### src/rtl/flow_pkg.sv
// Shared definitions for the flow entry writer: FSM state encodings,
// error codes and a small helper for the per-state wait counter.
package flow_pkg;

  typedef logic [2:0] flow_state_t;

  localparam flow_state_t ST_IDLE  = 3'd0;
  localparam flow_state_t ST_ISSUE = 3'd1;
  localparam flow_state_t ST_ACK   = 3'd2;
  localparam flow_state_t ST_NEXT  = 3'd3;
  localparam flow_state_t ST_DONE  = 3'd4;
  localparam flow_state_t ST_ERR   = 3'd5;
  localparam flow_state_t ST_VRD   = 3'd6;
  localparam flow_state_t ST_VACK  = 3'd7;

  localparam logic [1:0] ERR_NONE    = 2'd0;
  localparam logic [1:0] ERR_TIMEOUT = 2'd1;
  localparam logic [1:0] ERR_VERIFY  = 2'd2;

  // States that wait on a mem_ready_i transition and are therefore bounded
  // by the timeout counter.
  function automatic logic is_wait_state(input flow_state_t s);
    return (s == ST_ISSUE) || (s == ST_ACK) || (s == ST_VRD) || (s == ST_VACK);
  endfunction

endpackage

### src/rtl/flow_req_fifo.sv
// Request queue for the flow entry writer: show-ahead synchronous FIFO with
// occupancy count. Push while full and pop while empty are ignored.
module flow_req_fifo #(
  parameter int W     = 8,
  parameter int DEPTH = 4
) (
  input  logic                     clk,
  input  logic                     rst_n,
  input  logic                     push,
  input  logic [W-1:0]             din,
  input  logic                     pop,
  output logic [W-1:0]             dout,
  output logic                     full,
  output logic                     empty,
  output logic [$clog2(DEPTH):0]   count
);

  localparam int PTR_W = $clog2(DEPTH);
  localparam logic [PTR_W:0] FULL_CNT = (PTR_W + 1)'(DEPTH);

  logic [W-1:0]     mem [DEPTH];
  logic [PTR_W-1:0] wr_ptr;
  logic [PTR_W-1:0] rd_ptr;
  logic             do_push;
  logic             do_pop;

  assign full    = (count == FULL_CNT);
  assign empty   = (count == '0);
  assign do_push = push && !full;
  assign do_pop  = pop && !empty;
  assign dout    = mem[rd_ptr];

  // Storage array; contents need no reset because count gates visibility.
  always_ff @(posedge clk) begin
    if (do_push) mem[wr_ptr] <= din;
  end

  // Pointers wrap naturally (DEPTH is a power of two); count tracks occupancy.
  always_ff @(posedge clk or negedge rst_n) begin
    if (!rst_n) begin
      wr_ptr <= '0;
      rd_ptr <= '0;
      count  <= '0;
    end else begin
      if (do_push) wr_ptr <= wr_ptr + 1'b1;
      if (do_pop)  rd_ptr <= rd_ptr + 1'b1;
      case ({do_push, do_pop})
        2'b10:   count <= count + 1'b1;
        2'b01:   count <= count - 1'b1;
        default: count <= count;
      endcase
    end
  end

endmodule

### src/rtl/flow_entry_writer.sv
// Flow entry writer: queues whole match-table entries and writes them word by
// word to the switch ctrl_mem port using the ce/we/ready handshake.
//
// Handshakes:
//   request side: an entry is pushed on a rising clk edge where req_valid_i
//   and req_ready_o are both high (req_ready_o = queue not full).
//   memory side: the writer raises ce (and we for writes) with addr/data and
//   holds them; the memory accepts by pulling mem_ready_i low and completes
//   by returning it high. Every such wait is bounded by TIMEOUT_CYC cycles.
//
// Build option: define FLOW_WR_VERIFY_EN to read back every word after it is
// written and abort the entry with error code 2 on a mismatch.
module flow_entry_writer #(
  parameter int ADDR_W          = 32,
  parameter int DATA_W          = 32,
  parameter int WORDS_PER_ENTRY = 4,
  parameter int ENTRY_STRIDE    = 16,
  parameter int QUEUE_DEPTH     = 4,
  parameter int TIMEOUT_CYC     = 255
) (
  input  logic                                clk,
  input  logic                                rst_n,
  input  logic                                req_valid_i,
  output logic                                req_ready_o,
  input  logic [ADDR_W-1:0]                   req_base_i,
  input  logic [15:0]                         req_index_i,
  input  logic [WORDS_PER_ENTRY*DATA_W-1:0]   req_entry_i,
  output logic                                mem_ce_o,
  output logic                                mem_we_o,
  output logic [ADDR_W-1:0]                   mem_addr_o,
  output logic [DATA_W-1:0]                   mem_data_o,
  input  logic [DATA_W-1:0]                   mem_data_i,
  input  logic                                mem_ready_i,
  output logic                                busy_o,
  output logic                                done_o,
  output logic                                err_o,
  output logic [1:0]                          err_code_o,
  output logic [$clog2(QUEUE_DEPTH):0]        q_count_o
);

  import flow_pkg::*;

  localparam int BYTES   = DATA_W / 8;
  localparam int ENTRY_W = WORDS_PER_ENTRY * DATA_W;
  localparam int REQ_W   = ADDR_W + ENTRY_W;
  localparam int WIDX_W  = (WORDS_PER_ENTRY > 1) ? $clog2(WORDS_PER_ENTRY) : 1;
  localparam int TO_W    = $clog2(TIMEOUT_CYC + 1);

  localparam logic [WIDX_W-1:0] W_LAST  = WIDX_W'(WORDS_PER_ENTRY - 1);
  localparam logic [TO_W-1:0]   TO_LAST = TO_W'(TIMEOUT_CYC - 1);

  logic                push;
  logic                pop;
  logic                fifo_full;
  logic                fifo_empty;
  logic [ADDR_W-1:0]   push_addr;
  logic [REQ_W-1:0]    fifo_din;
  logic [REQ_W-1:0]    fifo_dout;

  flow_state_t         state;
  flow_state_t         state_nxt;
  logic [WIDX_W-1:0]   w;
  logic                last_q;
  logic [ADDR_W-1:0]   cur_addr;
  logic [ENTRY_W-1:0]  cur_entry;
  logic [TO_W-1:0]     wait_cnt;
  logic                wait_exp;
  logic [1:0]          err_code_q;
  logic [1:0]          err_nxt;
  logic [DATA_W-1:0]   word_data;
  logic                word_end;

  // The entry start address is resolved at push time so the queue only
  // carries one address; arithmetic wraps modulo 2^ADDR_W.
  assign push_addr = req_base_i + ADDR_W'(req_index_i) * ADDR_W'(ENTRY_STRIDE);
  assign push      = req_valid_i && !fifo_full;
  assign fifo_din  = {push_addr, req_entry_i};

  flow_req_fifo #(
    .W     (REQ_W),
    .DEPTH (QUEUE_DEPTH)
  ) u_req_fifo (
    .clk   (clk),
    .rst_n (rst_n),
    .push  (push),
    .din   (fifo_din),
    .pop   (pop),
    .dout  (fifo_dout),
    .full  (fifo_full),
    .empty (fifo_empty),
    .count (q_count_o)
  );

  assign wait_exp = (wait_cnt == TO_LAST);
  assign word_end = (state_nxt == ST_NEXT) && (state != ST_NEXT);

  // Select the current word; word 0 sits in the most significant bits.
  always_comb begin
    word_data = '0;
    for (int i = 0; i < WORDS_PER_ENTRY; i++) begin
      if (w == WIDX_W'(i)) word_data = cur_entry[(WORDS_PER_ENTRY-1-i)*DATA_W +: DATA_W];
    end
  end

  // Next-state logic for the write sequencer.
  always_comb begin
    state_nxt = state;
    pop       = 1'b0;
    err_nxt   = err_code_q;
    case (state)
      ST_IDLE: begin
        if (!fifo_empty) begin
          pop       = 1'b1;
          state_nxt = ST_ISSUE;
        end
      end
      ST_ISSUE: begin
        if (!mem_ready_i) begin
          state_nxt = ST_ACK;
        end else if (wait_exp) begin
          state_nxt = ST_ERR;
          err_nxt   = ERR_TIMEOUT;
        end
      end
      ST_ACK: begin
        if (mem_ready_i) begin
`ifdef FLOW_WR_VERIFY_EN
          state_nxt = ST_VRD;
`else
          state_nxt = ST_NEXT;
`endif
        end else if (wait_exp) begin
          state_nxt = ST_ERR;
          err_nxt   = ERR_TIMEOUT;
        end
      end
`ifdef FLOW_WR_VERIFY_EN
      ST_VRD: begin
        if (!mem_ready_i) begin
          state_nxt = ST_VACK;
        end else if (wait_exp) begin
          state_nxt = ST_ERR;
          err_nxt   = ERR_TIMEOUT;
        end
      end
      ST_VACK: begin
        if (mem_ready_i) begin
          if (mem_data_i != word_data) begin
            state_nxt = ST_ERR;
            err_nxt   = ERR_VERIFY;
          end else begin
            state_nxt = ST_NEXT;
          end
        end else if (wait_exp) begin
          state_nxt = ST_ERR;
          err_nxt   = ERR_TIMEOUT;
        end
      end
`endif
      ST_NEXT: state_nxt = last_q ? ST_DONE : ST_ISSUE;
      ST_DONE: state_nxt = ST_IDLE;
      ST_ERR:  state_nxt = ST_IDLE;
      default: state_nxt = ST_IDLE;
    endcase
  end

  // Sequencer registers: state, word pointer, captured entry, wait counter.
  // The word pointer advances on entry to NEXT so NEXT already presents the
  // following word while ce stays high.
  always_ff @(posedge clk or negedge rst_n) begin
    if (!rst_n) begin
      state      <= ST_IDLE;
      w          <= '0;
      last_q     <= 1'b0;
      cur_addr   <= '0;
      cur_entry  <= '0;
      wait_cnt   <= '0;
      err_code_q <= ERR_NONE;
    end else begin
      state      <= state_nxt;
      err_code_q <= err_nxt;
      if (pop) begin
        cur_addr  <= fifo_dout[REQ_W-1 -: ADDR_W];
        cur_entry <= fifo_dout[ENTRY_W-1:0];
        w         <= '0;
        last_q    <= 1'b0;
      end else if (word_end) begin
        last_q <= (w == W_LAST);
        if (w != W_LAST) w <= w + 1'b1;
      end
      if (state_nxt != state) begin
        wait_cnt <= '0;
      end else if (is_wait_state(state)) begin
        wait_cnt <= wait_cnt + 1'b1;
      end
    end
  end

`ifndef FLOW_WR_VERIFY_EN
  logic unused_rd_data;
  assign unused_rd_data = ^mem_data_i;
`endif

  // Outputs decode straight from registered state, so reset drops ce/we
  // without waiting for a clock edge.
  assign mem_ce_o    = is_wait_state(state) || ((state == ST_NEXT) && !last_q);
  assign mem_we_o    = (state == ST_ISSUE) || (state == ST_ACK) ||
                       ((state == ST_NEXT) && !last_q);
  assign mem_addr_o  = cur_addr + ADDR_W'(w) * ADDR_W'(BYTES);
  assign mem_data_o  = word_data;
  assign req_ready_o = !fifo_full;
  assign busy_o      = (state != ST_IDLE) || !fifo_empty;
  assign done_o      = (state == ST_DONE);
  assign err_o       = (state == ST_ERR);
  assign err_code_o  = (state == ST_ERR) ? err_code_q : ERR_NONE;

endmodule

### config.mk
export PLATFORM = sky130hd
export DESIGN_NAME = flow_entry_writer
export DESIGN_NICKNAME = d
export VERILOG_FILES = /design/src/rtl/flow_pkg.sv /design/src/rtl/flow_req_fifo.sv /design/src/rtl/flow_entry_writer.sv
export SDC_FILE = /design/constraint.sdc
export NUM_CORES = 1
export LEC_CHECK = 0
export BUFFER_PORTS_ARGS = -buffer_cell sky130_fd_sc_hd__buf_2
export CORE_MARGIN = 1.5
export CORE_UTILIZATION = 59
export DETAILED_ROUTE_END_ITERATION = 16
export GPL_ROUTABILITY_DRIVEN = 0
export GPL_TIMING_DRIVEN = 0
export HOLD_SLACK_MARGIN = 0.03
export PLACE_DENSITY = 0.79
export SLEW_MARGIN = 30
export SYNTH_ARGS = -nofsm -noshare
export SYNTH_HDL_FRONTEND = slang
export SYNTH_SLANG_ARGS = --single-unit
### constraint.sdc
create_clock -name clk -period 6.6 [get_ports clk]
set_input_delay 0.66 -clock clk [delete_from_list [all_inputs] [get_ports clk]]
set_output_delay 0.66 -clock clk [all_outputs]
set_load 0.02 [all_outputs]
-- Word-level counts from Yosys, hierarchy flattened
Memory sizes are Yosys's and may differ from the RTL's. A register that Yosys moved wholly into a read port is not among the register bits.
Index checks and enable logic that the tools add are counted.
- register bits after elaboration: 23
- bits in writable memories: 640
- input port bits: 212
- output and inout port bits: 75
- word-level logic and storage cells: 90
- memories kept: 1
- $add $sub $neg: 8
- equal/unequal tests: 20
- mux-type cells: 27
- reductions and logical operators: 26
- memory list (name ; words ; bits a word ; rd ports ; clocked after memory_dff ; wr ports ; line ; source):
    u_req_fifo.mem ; 4 ; 160 ; 1 ; 1 ; 1 ; flow_req_fifo.sv:21 ; logic [W-1:0] mem [DEPTH];
- operator list (kind ; number):
    two-way mux 32 bit ; 4
    adder 32 x 20 -> 32 bit ; 1
    adder 32 x 4 -> 32 bit ; 1
    two-way mux 8 bit ; 2
    == test 3 bit (second input constant) ; 5
    two-way mux 3 bit ; 5
    two-way mux 2 bit ; 7
    case mux 3 bit (4 select lines) ; 1
    nonzero test 2 bit ; 5
    == test 3 x 2 -> 1 bit (second input constant) ; 3
    adder 8 x 1 -> 8 bit (second input constant) ; 1
    == test 8 bit (second input constant) ; 1
    adder 2 x 1 -> 2 bit (second input constant) ; 3
    == test 2 bit (second input constant) ; 3
    zero test 3 bit ; 2
    logical OR 1 bit ; 6
    two-way mux 1 bit ; 6
    inequality test 2 bit (second input constant) ; 3
    case mux 3 bit (2 select lines) ; 1
    logical AND 1 bit ; 5
    == test 2 x 1 -> 1 bit (second input constant) ; 2
    zero test 1 bit ; 4
    case mux 2 bit (2 select lines) ; 1
    adder 3 x 1 -> 3 bit (second input constant) ; 1
    8 further kinds ; 8

-- Depth between registers and ports, before layout
Gate-level depths: netlist of run 1.
- depth in word-level cells: 8
- mapped depth: 11

-- Modules after synthesis
A second synthesis of run 1 with hierarchy kept.
- cells, all modules: 1759
- area, all modules: 32941.6 um^2
- modules (own cells, without submodules) (module ; instances ; cells an instance ; area an instance (um^2) ; seq. area each (um^2)):
    flow_req_fifo ; 1 ; 874 ; 23472.5 ; 19393.6
    flow_entry_writer ; 1 ; 885 ; 9469.1 ; 4379.2

-- Worst setup path before layout of run 1
No wires, ideal clock.
- kind: register to register
- start: reg u_req_fifo.count[0]
- end: mem u_req_fifo.mem[0][0] (netlist name) (enable)
- library setup time: 541 ps
- data arrival time: 4637 ps
- data required time: 6059 ps
- slack: 1423 ps
- cell stages (with the launch flop): 4
- path buffers: 0
- period minus slack after synthesis: 5177 ps
- cells stage by stage: dfrtp_1 inv_1 nand3_1 and3_1
- longest elaborated chain between the ends: 6
- RTL lines (what ; line ; source):
    start: declaration ; flow_req_fifo.sv:15 ; output logic [$clog2(DEPTH):0] count
    start signal: assignment ; flow_req_fifo.sv:48 ; 2'b10: count <= count + 1'b1;
    start signal: assignment ; flow_req_fifo.sv:49 ; 2'b01: count <= count - 1'b1;
    start signal: assignment ; flow_req_fifo.sv:50 ; default: count <= count;
    == test 3 bit (*) ; flow_req_fifo.sv:27 ; assign full = (count == FULL_CNT);
    zero test 1 bit (*) ; n/a ;
    named net req_ready_o ; flow_entry_writer.sv:24 ; output logic req_ready_o,
    logical AND 1 bit ; flow_entry_writer.sv:76 ; assign push = req_valid_i && !fifo_full;
    logical AND 1 bit (*) ; flow_req_fifo.sv:29 ; assign do_push = push && !full;
    two-way mux 1 bit (*) ; flow_req_fifo.sv:35 ; if (do_push) mem[wr_ptr] <= din;
    two-way mux 1 bit (not written as such) (*) ; flow_req_fifo.sv:35 ;
    end: declaration ; flow_req_fifo.sv:21 ;
The timed path passes the listed nets; every way through them passes the cells marked *.

-- Final worst setup path of run 1
- start: reg w[1]
- end: out mem_data_o[27]
- longest elaborated chain between the ends: 5
- RTL lines (what ; line ; source):
    start: declaration ; flow_entry_writer.sv:62 ; logic [WIDX_W-1:0] w;
    start signal: assignment ; flow_entry_writer.sv:189 ; if (w != W_LAST) w <= w + 1'b1;
    zero test 2 bit ; flow_entry_writer.sv:101 ; if (w == WIDX_W'(i)) word_data = cur_entry[(WORDS_PER_ENTRY-1-i)*DATA_W +: DATA_W];
    two-way mux 32 bit (3 in series) ; flow_entry_writer.sv:101 ;
    two-way mux 32 bit (*) ; flow_entry_writer.sv:101 ;
    end: declaration ; flow_entry_writer.sv:31 ; output logic [DATA_W-1:0] mem_data_o,
Every way passes the cells marked *; elsewhere a longest branch is shown, timed or not.

==> results of run 1 <==
placed cells by master (no fill, tap or decap), types with 4 or more instances in the layout:
| cell type | synthesis | layout |
|---|---|---|
| sky130_fd_sc_hd__edfxtp_1 | 640 | 640 |
| sky130_fd_sc_hd__nand2_1 | 540 | 540 |
| sky130_fd_sc_hd__buf_2 | 34 | 286 |
| sky130_fd_sc_hd__dfrtp_1 | 182 | 182 |
| sky130_fd_sc_hd__mux4_2 | 160 | 160 |
| sky130_fd_sc_hd__clkbuf_16 | 0 | 83 |
| sky130_fd_sc_hd__clkbuf_1 | 52 | 70 |
| sky130_fd_sc_hd__nor2_1 | 63 | 63 |
| sky130_fd_sc_hd__a21oi_1 | 51 | 51 |
| sky130_fd_sc_hd__o21ai_0 | 49 | 49 |
| sky130_fd_sc_hd__xnor2_1 | 46 | 46 |
| sky130_fd_sc_hd__a22oi_1 | 31 | 31 |
| sky130_fd_sc_hd__ha_1 | 29 | 29 |
| sky130_fd_sc_hd__nand3_1 | 24 | 24 |
| sky130_fd_sc_hd__xor2_1 | 19 | 19 |
| sky130_fd_sc_hd__inv_1 | 18 | 18 |
| sky130_fd_sc_hd__clkinv_2 | 0 | 16 |
| sky130_fd_sc_hd__clkbuf_8 | 0 | 14 |
| sky130_fd_sc_hd__diode_2 | 0 | 12 |
| sky130_fd_sc_hd__buf_16 | 0 | 12 |
| sky130_fd_sc_hd__buf_1 | 11 | 11 |
| sky130_fd_sc_hd__nand4_1 | 10 | 10 |
| sky130_fd_sc_hd__nor2b_1 | 8 | 8 |
| sky130_fd_sc_hd__and3_1 | 11 | 7 |
| sky130_fd_sc_hd__clkinv_1 | 0 | 7 |
| sky130_fd_sc_hd__bufinv_16 | 0 | 6 |
| sky130_fd_sc_hd__buf_12 | 0 | 6 |
| sky130_fd_sc_hd__and4_1 | 5 | 5 |
| sky130_fd_sc_hd__and2_1 | 5 | 5 |
| sky130_fd_sc_hd__and3_4 | 1 | 5 |
| sky130_fd_sc_hd__a211oi_1 | 4 | 4 |
| sky130_fd_sc_hd__nand2b_1 | 4 | 4 |
| sky130_fd_sc_hd__clkinv_8 | 0 | 4 |
power by group through the flow:
stage	logic [mW]	clock network (mW)	registers (mW)
finish	5.73	4.65	7.58
global route	6.20	4.90	7.67
CTS	5.76	4.69	7.57
detailed placement	5.71	0	7.64
global placement	5.40	0	7.83
floorplan	3.76	0	7.59
flip-flops by register name, summed over array words and instances (netlist names):
signal and cells:
u_req_fifo.count 3, u_req_fifo.wr_ptr 2, u_req_fifo.rd_ptr 2, err_code_q 1, u_req_fifo.mem 640, w 2, wait_cnt 8, cur_addr 32
state 3, last_q 1, cur_entry 128
cells in the mapped netlist, types with 2 or more instances:
library cell / number
sky130_fd_sc_hd__a211oi_1: 4
sky130_fd_sc_hd__and3_1: 11
sky130_fd_sc_hd__nor2b_1: 8
sky130_fd_sc_hd__mux2i_1: 2
sky130_fd_sc_hd__or3_1: 3
sky130_fd_sc_hd__nand2b_1: 4
sky130_fd_sc_hd__and2_1: 5
sky130_fd_sc_hd__nand3_1: 24
sky130_fd_sc_hd__nand2_1: 540
sky130_fd_sc_hd__clkbuf_1: 52
sky130_fd_sc_hd__a21oi_2: 2
sky130_fd_sc_hd__buf_4: 3
sky130_fd_sc_hd__a21oi_1: 51
sky130_fd_sc_hd__and4_1: 5
sky130_fd_sc_hd__nor3b_1: 3
sky130_fd_sc_hd__dfrtp_1: 182
sky130_fd_sc_hd__o21ai_0: 49
sky130_fd_sc_hd__edfxtp_1: 640
sky130_fd_sc_hd__nand4_1: 10
sky130_fd_sc_hd__buf_2: 34
sky130_fd_sc_hd__a22oi_1: 31
sky130_fd_sc_hd__xor2_1: 19
sky130_fd_sc_hd__nor2_1: 63
sky130_fd_sc_hd__inv_1: 18
sky130_fd_sc_hd__xnor2_1: 46
sky130_fd_sc_hd__ha_1: 29
sky130_fd_sc_hd__nor3_1: 3
sky130_fd_sc_hd__o31ai_1: 2
sky130_fd_sc_hd__mux4_2: 160
sky130_fd_sc_hd__fa_1: 3
sky130_fd_sc_hd__buf_1: 11
per-stage QoR:
stage | total power [mW] | utilization [%]
after floorplan | 11.35 | -
after global placement | 13.23 | 63.37
after detailed placement | 13.35 | 64.24
after CTS | 18.02 | 69.22
after global routing | 18.77 | 69.24
final | 17.96 | 69.27
layer usage:
metal | track usage [%] | part of all wire, % | vias to the layer above
li1 | - | - | 8316
met1 | 35.80 | 38 | 9748
met2 | 45.84 | 51 | 845
met3 | 6.224 | 8.3 | 164
met4 | 10.11 | 3.1 | 28
met5 | 0 | 0.25 | -
final cells by class:
type	count	area [µm²]
Multi-Input combinational cell	1100	8373
Buffer	101	434.2
Clock inverter	37	384.1
Inverter	18	67.56
Tap cell	704	880.8
Clock buffer	115	2337
Fill cell	3498	16860
Sequential cell	822	23770
Timing Repair Buffer	272	1737
Antenna cell	12	30.03
worst max-delay path: cells and delay by family, from the launching register on:
family                   cells  cell delay (ps)
buffers and inverters        4             1100
AO/OA/AOI/OAI                3              730
AND/OR/NAND/NOR              2              500
flip-flops                   1              480
adder cells (fa/ha/maj)      1              220
cell families after synthesis:
group	share of synthesized area, %
mux	11.11
flops	72.86
simple gates	8.517
fa+ha+maj	1.296
xor+xnor	1.795
other cells	0.01149
compound gates	2.876
buf+inv	1.538
final timing paths:
| path | endpoint | slack [ps] | start | depth (start not counted) |
|---|---|---|---|---|
| worst min-delay path | u_req_fifo.mem[0][47] | 230 | req_entry_i[47] | 1 |
| max in group asynchronous | cur_addr[12] | 5310 | rst_n | 3 |
| min in group asynchronous | cur_entry[59] | 500 | rst_n | 2 |
| worst max register to register | u_req_fifo.count[2] | 3360 | state[2] | 11 |
| worst min register to register | err_code_q[0] | 470 | err_code_q[0] | 1 |
| worst max-delay path | mem_data_o[27] | 2270 | w[1] | 10 |
==> flow_metrics.env, run 1 <==
export IMPL_run_status="finished, final reports clean"
export IMPL_power_share_combinational_pct=31.9
export IMPL_yosys_register_bits=822
export IMPL_groute_usage_overall_pct=27.49
export IMPL_ys_dominant_reg_cell="sky130_fd_sc_hd__edfxtp_1"
export IMPL_synth_warning_count=0
export IMPL_cts_buffers=81
export IMPL_intPower_mw=11.89
export IMPL_combined_area_of_all_synthesized_cells_mm2=0.03263
export IMPL_areaGrowthSynthToFinish_pct=16.52
export IMPL_largest_net_degree_at_the_start_of_global_routing=84
export IMPL_cts_root_buffer="sky130_fd_sc_hd__clkbuf_16"
export IMPL_placedInstanceArea_mm2=0.03526
export IMPL_hold_path_class="input port to flip-flop"
export IMPL_final_hold_worst_slack_ps=232.5
export IMPL_coreArea_mm2=0.05488
export IMPL_globalRoute_totalOverflow=0
export IMPL_cp_cell_sequence="inv_1, ha_1, clkbuf_1, nor2b_1, clkbuf_1, a22oi_1, nor2_1, a21oi_1, o21ai_0, buf_2"
export IMPL_synth_lib_cells_used_distinct=55
export IMPL_die_w_um=238.2
export IMPL_dp_slack_ps=3109
export IMPL_crit_path_frequent_cell="sky130_fd_sc_hd__clkbuf_1"
export IMPL_net_count_after_synthesis=2285
export IMPL_worst_setup_hold_path_clk_slew_ps=60
export IMPL_die_area_mm2=0.05672
export IMPL_synthDominantAreaCellType="sky130_fd_sc_hd__edfxtp_1"
export IMPL_slowest_stage="sky130_fd_sc_hd__dfrtp_1"
export IMPL_post_route_worst_setup_slack_ps=2272
export IMPL_worst_setup_path_type="flip-flop to output pin"
export IMPL_finalHoldViolCount=0
export IMPL_dr_first_iter_drc_count=1898
export IMPL_synth_area_per_cell_um2=15.99
export IMPL_clock_fmax_mhz=231.1
export IMPL_stdcell_count=3181
export IMPL_routed_via_count=19100
export IMPL_fin_tns_setup_ps=0
export IMPL_static_leakage_nw=14.49
export IMPL_final_setup_viol_count=0
export IMPL_layout_drive_gt1_share_pct=24.79
export IMPL_holdBufCountCts=1
export IMPL_cp_start_kind="flip-flop"
export IMPL_cts_max_path_buffers=3
export IMPL_initial_utilization_pct=59.46
export IMPL_tritoncts_clock_tree="done"
export IMPL_core_rowCount=86
export IMPL_critPathRequiredTime_ps=5940
export IMPL_crit_fanout=10
export IMPL_vdd_ir_drop_max_uv=241.5
export IMPL_seq_area_frac_synth_pct=72.86
export IMPL_ant_nets=0
export IMPL_num_io_pins=287
export IMPL_grt_pass1_vias=19590
export IMPL_slowest_delay_ps=480
export IMPL_routed_wire_length_per_instance_um=24.01
export IMPL_rsz_0062_raised_after_global_routing="false"
export IMPL_final_setup_skew_ps=27.20
export IMPL_die_y_um=238.2
export IMPL_power_density_mw_per_mm2=472.4
export IMPL_cts_resized_gates=0
export IMPL_drt_pre_antenna_iters=5
export IMPL_worstSkewPairLatency_ps=640
export IMPL_finish_net_count=2640
export IMPL_timing_slew_headroom_pct=34.93
export IMPL_yosysTopAreaCellShare_pct=58.90
export IMPL_finalInstanceArea_mm2=0.03802
export IMPL_power_switching_share_pct=33.81
export IMPL_ys_async_sr_fraction_pct=22.14
export IMPL_grt_pass1_wl_mm=115.2
export IMPL_cts_htree_levels=3
export IMPL_post_route_min_period_ps=4328
export IMPL_final_max_slew_viol_count=0
export IMPL_worst_slew_pin_transition_ps=976.0
export IMPL_port_buffer_count=253
export IMPL_drv_cap=0
export IMPL_category_of_the_worst_setup_path_capture_point="output pin"
export IMPL_share_seq_of_total_power_pct=42.2
export IMPL_count_of_unresolved_drc_violations_after_routing=0
export IMPL_p_switching_mw=6.071
export IMPL_place_inst=3016
export IMPL_synth_edff_count=640
export IMPL_clk_network_pwr_share_pct=25.9
export IMPL_syn_inst=2041
export IMPL_ys_top_cells_by_area="sky130_fd_sc_hd__edfxtp_1 (59%), sky130_fd_sc_hd__dfrtp_1 (14%), sky130_fd_sc_hd__mux4_2 (11%), sky130_fd_sc_hd__nand2_1 (6.2%), sky130_fd_sc_hd__xnor2_1 (1.2%)"
export IMPL_post_cts_setup_buffer_count=0
export IMPL_detail_route_vias_per_cell=6.005
export IMPL_post_route_period_util_pct=65.57
export IMPL_critical_path_arrival_ps=3670
export IMPL_antenna_found_initial=20
export IMPL_clkSinkCount=822
export IMPL_dp_hpwl_mm=50.90
export IMPL_routed_wirelength_mm=76.36
Power figures use the tool's default switching activity.
==> inputs of run 2 (changes only) <==
- CORE_UTILIZATION: 59 -> 54
- PLACE_DENSITY: 0.79 -> 0.76
- clock period: 6.6 -> 3.75 ns (I/O delays scaled with it)
==> flow_metrics.env, run 2 (same netlist as run 1, synthesis figures left out) <==
export IMPL_run_status="finished, final reports clean"
export IMPL_timing_slew_headroom_pct=44.64
export IMPL_coreArea_mm2=0.05935
export IMPL_vdd_ir_drop_max_uv=375.6
export IMPL_antenna_found_initial=15
export IMPL_worstSkewPairLatency_ps=630
export IMPL_layout_drive_gt1_share_pct=23.57
export IMPL_drt_pre_antenna_iters=5
export IMPL_detail_route_vias_per_cell=5.773
export IMPL_clock_fmax_mhz=275.0
export IMPL_nFillCells=3960
export IMPL_placedInstanceArea_mm2=0.03536
export IMPL_cts_htree_levels=3
export IMPL_die_w_um=248.8
export IMPL_drv_cap=0
export IMPL_finalInstanceArea_mm2=0.03947
export IMPL_grt_pass1_vias=20110
export IMPL_cts_root_buffer="sky130_fd_sc_hd__clkbuf_16"
export IMPL_largest_reg_flops=640
export IMPL_dp_slack_ps=487.1
export IMPL_initial_utilization_pct=54.97
export IMPL_place_inst=3085
export IMPL_core_rowCount=89
export IMPL_report_power_total_mw=31.92
export IMPL_final_setup_skew_ps=32.16
export IMPL_most_common_layout_cells="sky130_fd_sc_hd__edfxtp_1 (640), sky130_fd_sc_hd__nand2_1 (540), sky130_fd_sc_hd__buf_2 (286)"
export IMPL_groute_usage_overall_pct=25.49
export IMPL_routed_via_count=19500
export IMPL_num_io_pins=287
export IMPL_final_common_cell="sky130_fd_sc_hd__edfxtp_1"
export IMPL_largest_net_degree_at_the_start_of_global_routing=86
export IMPL_cp_start_kind="flip-flop"
export IMPL_rsz_0062_raised_after_global_routing="false"
export IMPL_worst_slew_pin_transition_ps=830.4
export IMPL_post_route_period_util_pct=96.98
export IMPL_ant_nets=0
export IMPL_cts_buffers=82
export IMPL_routed_wirelength_mm=77.84
export IMPL_grt_pass1_wl_mm=118.5
export IMPL_static_leakage_nw=15.07
export IMPL_reg_top3="u_req_fifo.mem x640, cur_entry x128, cur_addr x32"
export IMPL_die_y_um=248.8
export IMPL_critPathRequiredTime_ps=3380
export IMPL_final_max_slew_viol_count=0
export IMPL_final_setup_viol_count=0
export IMPL_fin_tns_setup_ps=0
export IMPL_die_area_mm2=0.06190
export IMPL_tritoncts_clock_tree="done"
export IMPL_globalRoute_totalOverflow=0
export IMPL_dr_first_iter_drc_count=1739
export IMPL_clkSinkCount=822
export IMPL_worst_setup_path_type="flip-flop to output pin"
export IMPL_hold_path_class="input port to flip-flop"
export IMPL_routed_wire_length_per_instance_um=23.05
export IMPL_dp_hpwl_mm=50.94
export IMPL_count_of_unresolved_drc_violations_after_routing=0
export IMPL_worst_setup_hold_path_clk_slew_ps=60
export IMPL_crit_fanout=10
export IMPL_cts_max_path_buffers=3
export IMPL_port_buffer_count=253
export IMPL_register_name_with_the_most_flops="u_req_fifo.mem"
export IMPL_category_of_the_worst_setup_path_capture_point="output pin"
export IMPL_critical_path_arrival_ps=3260
export IMPL_stdcell_count=3377
export IMPL_finish_net_count=2772
export IMPL_post_route_min_period_ps=3637
export IMPL_worstHoldPathCells=4
export IMPL_reg2reg_depth=11
export IMPL_power_density_mw_per_mm2=808.7
export IMPL_post_route_worst_setup_slack_ps=113.2
export IMPL_finalHoldViolCount=0
export IMPL_areaGrowthSynthToFinish_pct=20.98
export IMPL_post_cts_setup_buffer_count=0
-- run 2: changes by cell type in the layout (fill, tap and decap cells not counted), sizes merged, moves of 2 or more --
cell	change
clkbuf	-5
diode	-4
bufinv	+2
dlygate4sd3	+132
clkinv	+2
-- run 2: area by class of cell --
| cell class | count | area (µm²) | share of cell area (%) |
|---|---|---|---|
| flip-flops and latches | 822 | 23770 | 60.23 |
| multi-input cells | 1100 | 8391 | 21.26 |
| repair buffers | 404 | 3080 | 7.804 |
| clock buffers | 111 | 2285 | 5.788 |
| well taps | 773 | 967.2 | 2.450 |
| clock inverters | 41 | 447.9 | 1.135 |
| plain buffers | 100 | 441.7 | 1.119 |
| inverters | 18 | 67.56 | 0.1712 |
| diodes | 8 | 20.02 | 0.05072 |
-- run 2: power breakdown --
group	switching, mW	total, mW	internal [mW]
clock	3.38	8.23	4.85
sequential	0.987	13.3	12.3
combinational	6.44	10.4	3.93
-- run 2: metal layers --
metal  part of all wire, %  vias up  GRT usage [%]
met2                    50      942          42.69
met1                    39     9806          33.68
met4                   3.0       16          9.080
li1                      -     8571              -
met5                  0.13        -              0
met3                   7.9      160          4.848
-- run 2: timing repair --
item | CTS | global route
hold buffers | 133 | 0
pin swaps | 0 | 0
gates resized for setup | 7 | 13
setup endpoints to repair | 16 | 29
hold endpoints to repair | 591 | 0
-- run 2: critical path, cell delays in order (launching register included) --
cell	delay (ps)
sky130_fd_sc_hd__dfrtp_1	510
sky130_fd_sc_hd__ha_1	390
sky130_fd_sc_hd__clkbuf_1	540
sky130_fd_sc_hd__clkbuf_1	460
sky130_fd_sc_hd__nand2_1	240
sky130_fd_sc_hd__o21ai_0	250
sky130_fd_sc_hd__buf_2	250
-- run 2: per-stage QoR --
| step | utilization [%] | hold WS [ps] |
|---|---|---|
| finish | 66.51 | 128.7 |
| global route | 66.49 | 133.8 |
| CTS | 66.44 | 83.50 |
| detailed placement | 59.58 | 293.8 |
| global placement | 58.74 | 457.2 |
| floorplan | - | 79.41 |
-- run 2: final timing paths --
path	from	to	slack, ps
worst max-delay path	w[0]	mem_data_o[14]	110
worst min-delay path	mem_ready_i	state[2]	130
worst max register to register	state[2]	u_req_fifo.count[2]	400
worst min register to register	err_code_q[0]	err_code_q[0]	470
max in group asynchronous	rst_n	cur_addr[14]	2700
min in group asynchronous	rst_n	cur_entry[57]	240
